--- src/rtl/seg7_scan_if.sv ---
// -----------------------------------------------------------------------------
// seg7_scan_if
//   Bundles the load/enable side and the display-pin side of the seven-segment
//   scan driver.
//   Signals (named from the driver's point of view):
//     i_en          display enable (0 blanks outputs, scanning continues)
//     i_load        one-cycle strobe capturing i_data / i_mask
//     i_data[31:0]  eight hex digits, digit k = i_data[4k+3:4k]
//     i_mask[7:0]   per-digit enable, 0 blanks that digit
//     o_an[7:0]     active-low one-hot digit select
//     o_seg[6:0]    active-low segments {g,f,e,d,c,b,a}
//     o_frame_done  one-cycle pulse after the scan wraps 7 -> 0
//   Modports: master = producer of data / consumer of pins, slave = driver.
// -----------------------------------------------------------------------------
interface seg7_scan_if;
   logic        i_en;
   logic        i_load;
   logic [31:0] i_data;
   logic [7:0]  i_mask;
   logic [7:0]  o_an;
   logic [6:0]  o_seg;
   logic        o_frame_done;

   modport master (
      output i_en, i_load, i_data, i_mask,
      input  o_an, o_seg, o_frame_done
   );

   modport slave (
      input  i_en, i_load, i_data, i_mask,
      output o_an, o_seg, o_frame_done
   );
endinterface

--- src/rtl/seg7_scan_driver.sv ---
// -----------------------------------------------------------------------------
// seg7_scan_driver
//   Time-multiplexed driver for an 8-digit common-anode seven-segment display.
//   A prescaler advances a 3-bit scan index every DIV cycles; each digit gets
//   an active-low one-hot anode select and an active-low hex segment pattern.
//   Loads are staged in pending registers and only committed at the 7 -> 0
//   frame boundary, so a displayed frame is never a mix of old and new data.
//   Ports:
//     i_clk    system clock, rising edge
//     i_rst    synchronous active-high reset
//     io_scan  seg7_scan_if.slave (en/load/data/mask in, an/seg/frame_done out)
//   Parameter:
//     DIV      cycles each digit stays lit, 2 .. 2^20
// -----------------------------------------------------------------------------
module seg7_scan_driver #(
   parameter int DIV = 50000
) (
   input  logic           i_clk,
   input  logic           i_rst,
   seg7_scan_if.slave     io_scan
);

   localparam int CW = (DIV > 1) ? $clog2(DIV) : 1;

   // Active-low hex decode, segment order {g,f,e,d,c,b,a}
   function automatic logic [6:0] f_hex7(input logic [3:0] nib);
      logic [6:0] seg;
      case (nib)
         4'h0:    seg = 7'b1000000;
         4'h1:    seg = 7'b1111001;
         4'h2:    seg = 7'b0100100;
         4'h3:    seg = 7'b0110000;
         4'h4:    seg = 7'b0011001;
         4'h5:    seg = 7'b0010010;
         4'h6:    seg = 7'b0000010;
         4'h7:    seg = 7'b1111000;
         4'h8:    seg = 7'b0000000;
         4'h9:    seg = 7'b0010000;
         4'hA:    seg = 7'b0001000;
         4'hB:    seg = 7'b0000011;
         4'hC:    seg = 7'b1000110;
         4'hD:    seg = 7'b0100001;
         4'hE:    seg = 7'b0000110;
         4'hF:    seg = 7'b0001110;
         default: seg = 7'h7F;
      endcase
      return seg;
   endfunction

   logic [CW-1:0] r_cnt;
   logic [2:0]    r_idx;
   logic [31:0]   r_act_data;
   logic [7:0]    r_act_mask;
   logic [31:0]   r_pend_data;
   logic [7:0]    r_pend_mask;
   logic          r_pending;
   logic          r_frame_done;
   logic [7:0]    r_an;
   logic [6:0]    r_seg;

   logic          w_tick;
   logic          w_wrap;
   logic [3:0]    w_digit;
   logic [7:0]    w_an_nxt;
   logic [6:0]    w_seg_nxt;

   assign w_tick = (r_cnt == CW'(DIV - 1));
   assign w_wrap = w_tick && (r_idx == 3'd7);

   // Next-cycle pin values from the current scan index, active data and enable
   always_comb begin
      w_digit   = r_act_data[{r_idx, 2'b00} +: 4];
      w_an_nxt  = 8'hFF;
      w_seg_nxt = 7'h7F;
      if (io_scan.i_en && r_act_mask[r_idx]) begin
         w_an_nxt  = ~(8'b1 << r_idx);
         w_seg_nxt = f_hex7(w_digit);
      end else begin
         w_an_nxt  = 8'hFF;
         w_seg_nxt = 7'h7F;
      end
   end

   // Prescaler and scan index; the index wraps naturally at 3 bits
   always_ff @(posedge i_clk) begin
      if (i_rst) begin
         r_cnt <= '0;
         r_idx <= 3'd0;
      end else if (w_tick) begin
         r_cnt <= '0;
         r_idx <= r_idx + 3'd1;
      end else begin
         r_cnt <= r_cnt + CW'(1);
      end
   end

   // Staging of loads; a load landing on the wrap cycle bypasses pending
   always_ff @(posedge i_clk) begin
      if (i_rst) begin
         r_act_data  <= 32'h0;
         r_act_mask  <= 8'h00;
         r_pend_data <= 32'h0;
         r_pend_mask <= 8'h00;
         r_pending   <= 1'b0;
      end else if (w_wrap) begin
         if (io_scan.i_load) begin
            r_act_data <= io_scan.i_data;
            r_act_mask <= io_scan.i_mask;
         end else if (r_pending) begin
            r_act_data <= r_pend_data;
            r_act_mask <= r_pend_mask;
         end
         r_pending <= 1'b0;
      end else if (io_scan.i_load) begin
         r_pend_data <= io_scan.i_data;
         r_pend_mask <= io_scan.i_mask;
         r_pending   <= 1'b1;
      end
   end

   // Registered pins and frame pulse
   always_ff @(posedge i_clk) begin
      if (i_rst) begin
         r_an         <= 8'hFF;
         r_seg        <= 7'h7F;
         r_frame_done <= 1'b0;
      end else begin
         r_an         <= w_an_nxt;
         r_seg        <= w_seg_nxt;
         r_frame_done <= w_wrap;
      end
   end

   assign io_scan.o_an         = r_an;
   assign io_scan.o_seg        = r_seg;
   assign io_scan.o_frame_done = r_frame_done;

endmodule

--- src/flat_wrapper.sv ---
// flat-port wrapper written by rule: the top's interface ports become plain ports
module seg7_scan_driver_flat 
#(
   parameter int DIV = 50000
)
  (i_clk, i_rst, io_scan_i_en, io_scan_i_load, io_scan_i_data, io_scan_i_mask, io_scan_o_an, io_scan_o_seg, io_scan_o_frame_done);
  seg7_scan_if io_scan_i ();
  input  logic i_clk;
  input  logic i_rst;
  input wire logic [$bits(io_scan_i.i_en)-1:0] io_scan_i_en;
  input wire logic [$bits(io_scan_i.i_load)-1:0] io_scan_i_load;
  input wire logic [$bits(io_scan_i.i_data)-1:0] io_scan_i_data;
  input wire logic [$bits(io_scan_i.i_mask)-1:0] io_scan_i_mask;
  output wire logic [$bits(io_scan_i.o_an)-1:0] io_scan_o_an;
  output wire logic [$bits(io_scan_i.o_seg)-1:0] io_scan_o_seg;
  output wire logic [$bits(io_scan_i.o_frame_done)-1:0] io_scan_o_frame_done;
  assign io_scan_i.i_en = io_scan_i_en;
  assign io_scan_i.i_load = io_scan_i_load;
  assign io_scan_i.i_data = io_scan_i_data;
  assign io_scan_i.i_mask = io_scan_i_mask;
  assign io_scan_o_an = io_scan_i.o_an;
  assign io_scan_o_seg = io_scan_i.o_seg;
  assign io_scan_o_frame_done = io_scan_i.o_frame_done;
  seg7_scan_driver #(.DIV(DIV)) u_core (.i_clk(i_clk), .i_rst(i_rst), .io_scan(io_scan_i));
endmodule
--- config.mk ---
export PLATFORM = sky130hd
export DESIGN_NAME = seg7_scan_driver_flat
export DESIGN_NICKNAME = d
export VERILOG_FILES = /design/src/rtl/seg7_scan_if.sv /design/src/rtl/seg7_scan_driver.sv /design/src/flat_wrapper.sv
export SDC_FILE = /design/constraint.sdc
export NUM_CORES = 1
export LEC_CHECK = 0
export BUFFER_PORTS_ARGS = -buffer_cell sky130_fd_sc_hd__buf_2
export CAP_MARGIN = 25
export CORE_MARGIN = 10
export CORE_UTILIZATION = 49
export DETAILED_ROUTE_END_ITERATION = 10
export HOLD_SLACK_MARGIN = 0.05
export PLACE_DENSITY_LB_ADDON = 0.2
export SYNTH_ARGS = -nofsm -noshare
export SYNTH_HDL_FRONTEND = slang
export SYNTH_SLANG_ARGS = --single-unit
--- constraint.sdc ---
create_clock -name i_clk -period 4.1 [get_ports i_clk]
set_input_delay 0.205 -clock i_clk [delete_from_list [all_inputs] [get_ports i_clk]]
set_output_delay 0.205 -clock i_clk [all_outputs]
set_load 0.1 [all_outputs]
# Word-level counts from Yosys, hierarchy flattened
# Memories as Yosys holds them, arrays and structs flattened. A register that Yosys moved wholly into a read port is not among the register bits.
# Cells that the tools add are included.
[word_totals]
regBits = 109
romBits = 112
in_bits = 44
output_inout_bits = 16
elab_cells = 34
mem_count = 1
[mem_list]
columns = ["memory", "depth", "width", "read_ports", "rd_ports_with_merged_regs", "write_ports", "line", "text"]
rows = [
  ["(no name shown)", 16, 7, 1, 1, 0, "seg7_scan_driver.sv:28", "case (nib)"],
]
[classes]
addsub = 2
magnitude_cmp = 1
eq_ne = 2
shifts = 2
mux = 6
n_bitwise = 3
n_reduce_logical = 8
[ops]
columns = ["operator", "n"]
rows = [
  ["$mux W32", 2],
  ["$shiftx A32 B6 Y4", 1],
  ["$add A16 B1 Y16 const B", 1],
  ["$eq A16 B16 Y1 const B", 1],
  ["$mux W8", 2],
  ["$not A8 Y8", 1],
  ["$shl A1 B3 Y8 const A", 1],
  ["$reduce_or A2 Y1", 3],
  ["$lt A3 B4 Y1 const B", 1],
  ["$reduce_and A2 Y1", 2],
  ["$add A3 B1 Y3 const B", 1],
  ["$bmux W1 S3", 1],
  ["$eq A3 B3 Y1 const B", 1],
  ["$logic_and A1 B1 Y1", 2],
  ["$not A1 Y1", 2],
  ["$reduce_bool A2 Y1", 1],
  ["$mux W1", 1],
]

# Depth between registers and ports, before layout
[logic_depth]
ltp_word = 5
ltp_mapped = 8
depth_no_buf = 7

# Least setup slack after synthesis
# No wires, ideal clock.
[synth_path]
kind = "reg2reg"
start = "register u_core.r_idx[0]"
end = "register u_core.r_seg[2], in the netlist u_core.io_scan.o_seg[2]"
setup_ns = 0.122
t_arrival_ns = 2.254
t_required_ns = 3.978
slack_ns = 1.724
path_stages_with_launch = 8
n_path_buf = 1
period_less_slack_ns = 2.376
path_cell_list = "dfxtp_1 > buf_6 > mux4_2 > mux2i_1 > inv_1 > ha_1 > a21boi_0 > a221o_1"
[synth_via]
elab_chain_len = 5
elab_cells_between_ends = 6
cone_classes = "shift: 1; mux: 2; bitwise: 1; reduce/logical: 2"
[synth_lines]
columns = ["element", "line", "text"]
rows = [
  ["start: declaration", "seg7_scan_driver.sv:51", "logic [2:0] r_idx;"],
  ["start signal: assignment", "seg7_scan_driver.sv:91", "r_idx <= r_idx + 3'd1;"],
  ["$bmux W1 S3", "seg7_scan_driver.sv:75", "if (io_scan.i_en && r_act_mask[r_idx]) begin"],
  ["$mux W1 (implied by the code)", "seg7_scan_driver.sv:75", ""],
  ["$logic_and A1 B1 Y1", "seg7_scan_driver.sv:75", ""],
  ["$not A1 Y1 (no line)", "n/a", ""],
  ["$reduce_or A2 Y1 (no line)", "n/a", ""],
  ["end: declaration", "seg7_scan_driver.sv:59", "logic [6:0] r_seg;"],
]
# Parallel ways exist; a longest one is shown, timed or not. The select of a mux whose other input is x is not followed.
# A chain may end at the register's enable or synchronous reset.

# Worst setup path after layout
[layout_path]
start = "register u_core.r_idx[0]"
end = "register u_core.r_seg[3], in the netlist u_core.io_scan.o_seg[3]"
# The elaborated chain is that of the path after synthesis.

==> impl_results.md <==
* Yosys cell types at between 40 and 50
* Startpoint class of the critical path: flip-flop
* Layout Cells excl Fill at a little under 800
* Number of port buffers at 59
* Initial drt markers at between 200 and 250
* GP Congestion at between 0.7 and 0.8
* Setup CP Type: flip-flop to flip-flop
* # resized after CTS at 0
* Site Rows at 37
* Hold crit path type: input pin to flip-flop
* Main area contributors after synthesis: dfxtp_1, mux2i_1, nand2_1, a211oi_1, nor2_1
* Setup ws final at between 1 and 1.5 ns
* CP Data Arrival Time at roughly 3.4 ns
* Final hold violations at 0
* Adder-Cell Fraction of Synth Area at 0.0321
* Pins Over Slew Limit at 0
* Pwr dens at 450 mW/mm^2
* Top cell type's share of synthesized area at 0.459
* Clock transition at path regs at 0.05 ns
* Clk_skew at 0.0107 ns
* Dpl ws at between 1 and 1.5 ns
* Area post-placement at roughly 0.0054 sq mm
* Synth area leader: dfxtp_1
* Core area at between 0.01 and 0.015 sq mm
* First-pass GRT wire length at about 19 mm
* Leakage at approximately 2.6 nW
* Synth Area in Compound Gates at 0.130
* Final HPWL DP at ~7.4 mm
* Number of synthesized flops with an enable pin at 0
* Syn avg cell area at between 9 and 10 sq um
* Largest family of logic cells by synthesized area: simple AND/OR/NAND/NOR gates
* Seq cells post-synth at about 120
* Grt ovf at 0
* Vias in the first global route at about 4.0k
* Diodes inserted at 0
* Vias per cell at slightly above 5
* Boundary pin count at 60
* Fin crit period at about 3.0 ns
* TritonCTS clock tree: done
* Placed Instances at a little over 700
* Total GRT Usage at 0.160
* WL met1 at just over 5 mm
* Antenna violations before repair at 0
* Setup TNS at 0 ns
* Drt drc at 0
* Die Wd at between 100 and 150 microns
* Post-Syn Nets at 603
* Area grow syn2layout at 27.4%
* Post-Syn Area at slightly above 0.005 sq mm
* Post-Synth Simple-Gate Area at 0.169
* CP max FO at 15
* Final Cell Area at around 0.0065 sq mm
* DR vias at approximately 4.1k
* Die Y at around 120 microns
* Share of cells above drive strength 1 at 0.178
* Initial Util at 0.497
* Synth Flop Type: dfxtp_1
* Max Clk Rate at 0.337 GHz
* Max Used Layer: met4
* Clk root buf: clkbuf_8
* Post-layout util at 0.633
* Setup violators final at 0
* Setup crit end kind: flip-flop
* ANT nets after route at 0
* Mux share of post-synthesis cell area at 0.145
* Top cells by count, synth: dfxtp_1, nand2_1, nor2_1
* RSZ-0062 raised after global routing: false
* DR WL/cell at about 15 microns
* Period utilization at 0.724
* Slew @ Worst Pin at between 0.9 and 1 ns
* Nets at about 700
* Most frequent cell after synthesis: dfxtp_1
* Slew margin rel. at 0.396
* Deepest clock path buffer count at 2
* Skew-Pair Late Insertion Delay at about 0.52 ns
* Cts bufs inserted at 17
* Yosys warnings at 0
* Clock Sinks at 116
* Post-synthesis xor/xnor area fraction at 0.0259
* Met2 wire len at 5.61 mm
* Asr flop ratio synth at 0
* Outcome: complete, no violations
* Drt first pass iters at 4
* Mapped Cells at between 500 and 600
* Largest net degree at the start of global routing at between 80 and 90
* Htree depth at 4
* DRT Wirelength at 11.5 mm
* Die area at 0.0148 sq mm
* Met3 wire length at ~530 microns
* WP data required at between 4 and 5 ns
* Post-synthesis sequential area ratio at 0.459
* Max Cap Viol at 0
* Worst IR Drop VDD at around 0.25 mV
cells in the final DEF, fill, tap and decap left out, types with 4 or more instances in the layout:
cell type        n
ha_1            13
nand2_1         94
mux4_2           6
xnor2_1          8
nor3_1           7
clkbuf_16       16
buf_2           59
buf_4            5
xor2_1           7
dfxtp_1        116
inv_1            9
a221o_1          4
clkbuf_8         7
nor2_1          69
bufinv_16        4
dlygate4sd3_1   40
nand3_1          8
a211oi_1        41
and3_1           4
mux2i_1         46
a21oi_1         42
metal layers:
| metal | vias up | track usage |
|---|---|---|
| li1 | 2080 | - |
| met3 | 22 | 0.0518 |
| met1 | 1890 | 0.191 |
| met4 | 0 | 0.0693 |
| met5 | - | 0 |
| met2 | 78 | 0.260 |
state kept, by name, summed over array words and instances (netlist names), 3 cells and up:
signal and cells:
u_core.r_act_mask 8, u_core.r_pend_mask 8, u_core.r_cnt 16, u_core.io_scan.o_seg 7
u_core.r_idx 3, u_core.r_act_data 32, u_core.io_scan.o_an 8, u_core.r_pend_data 32
repair_timing:
item,CTS,global route
endpoints found under the hold margin,55,0
endpoints found under the setup margin,0,0
buffers inserted,0,0
hold buffers,40,0
logic make-up after synthesis:
logic type | after synthesis
simple gates | 196
flops | 116
compound gates | 101
mux | 60
buf+inv | 45
xor+xnor | 15
fa+ha+maj | 13
critical path, cell delays in order (launching register included):
cell and delay (ns):
dfxtp_1 0.87, mux4_2 0.59, mux2i_1 0.44, inv_1 0.17
ha_1 0.23, a21boi_0 0.14, a311oi_1 0.30, o21ai_0 0.12
power by group:
| part | internal, mW | total, mW | switching (mW) |
|---|---|---|---|
| Combinational | 0.0772 | 0.160 | 0.0831 |
| Sequential | 1.15 | 1.17 | 0.0127 |
| Clock | 1.08 | 1.58 | 0.495 |
| Total | 2.31 | 2.90 | 0.590 |
area by class of cell:
class	instances	area, sq um
inverters	10	37.5
clock buffers	24	500
multi-input cells	385	2540
fillers	871	3730
flip-flops and latches	116	2320
clock inverters	8	144
repair buffers	104	733
well taps	136	170
through the flow:
stage | total power, mW | hold WS (ns)
after floorplan | 1.27 | 0.341
after global placement | 1.31 | 0.441
after detailed placement | 1.32 | 0.446
after CTS | 2.92 | 0.115
after global routing | 3.01 | 0.143
final | 2.90 | 0.135
final timing paths:
| kind | startpoint | endpoint | slack, ns | depth (start not counted) |
|---|---|---|---|---|
| hold reg to reg | u_core.r_pend_mask[4] | u_core.r_pend_mask[4] | 0.45 | 2 |
| setup / recovery | u_core.r_idx[0] | u_core.io_scan.o_seg[3] | 1.13 | 7 |
| hold / removal | io_scan_i_load | u_core.r_act_data[5] | 0.13 | 3 |
| setup reg to reg | u_core.r_idx[0] | u_core.io_scan.o_seg[3] | 1.13 | 7 |
Note: power is estimated with default switching activity, not from simulation.
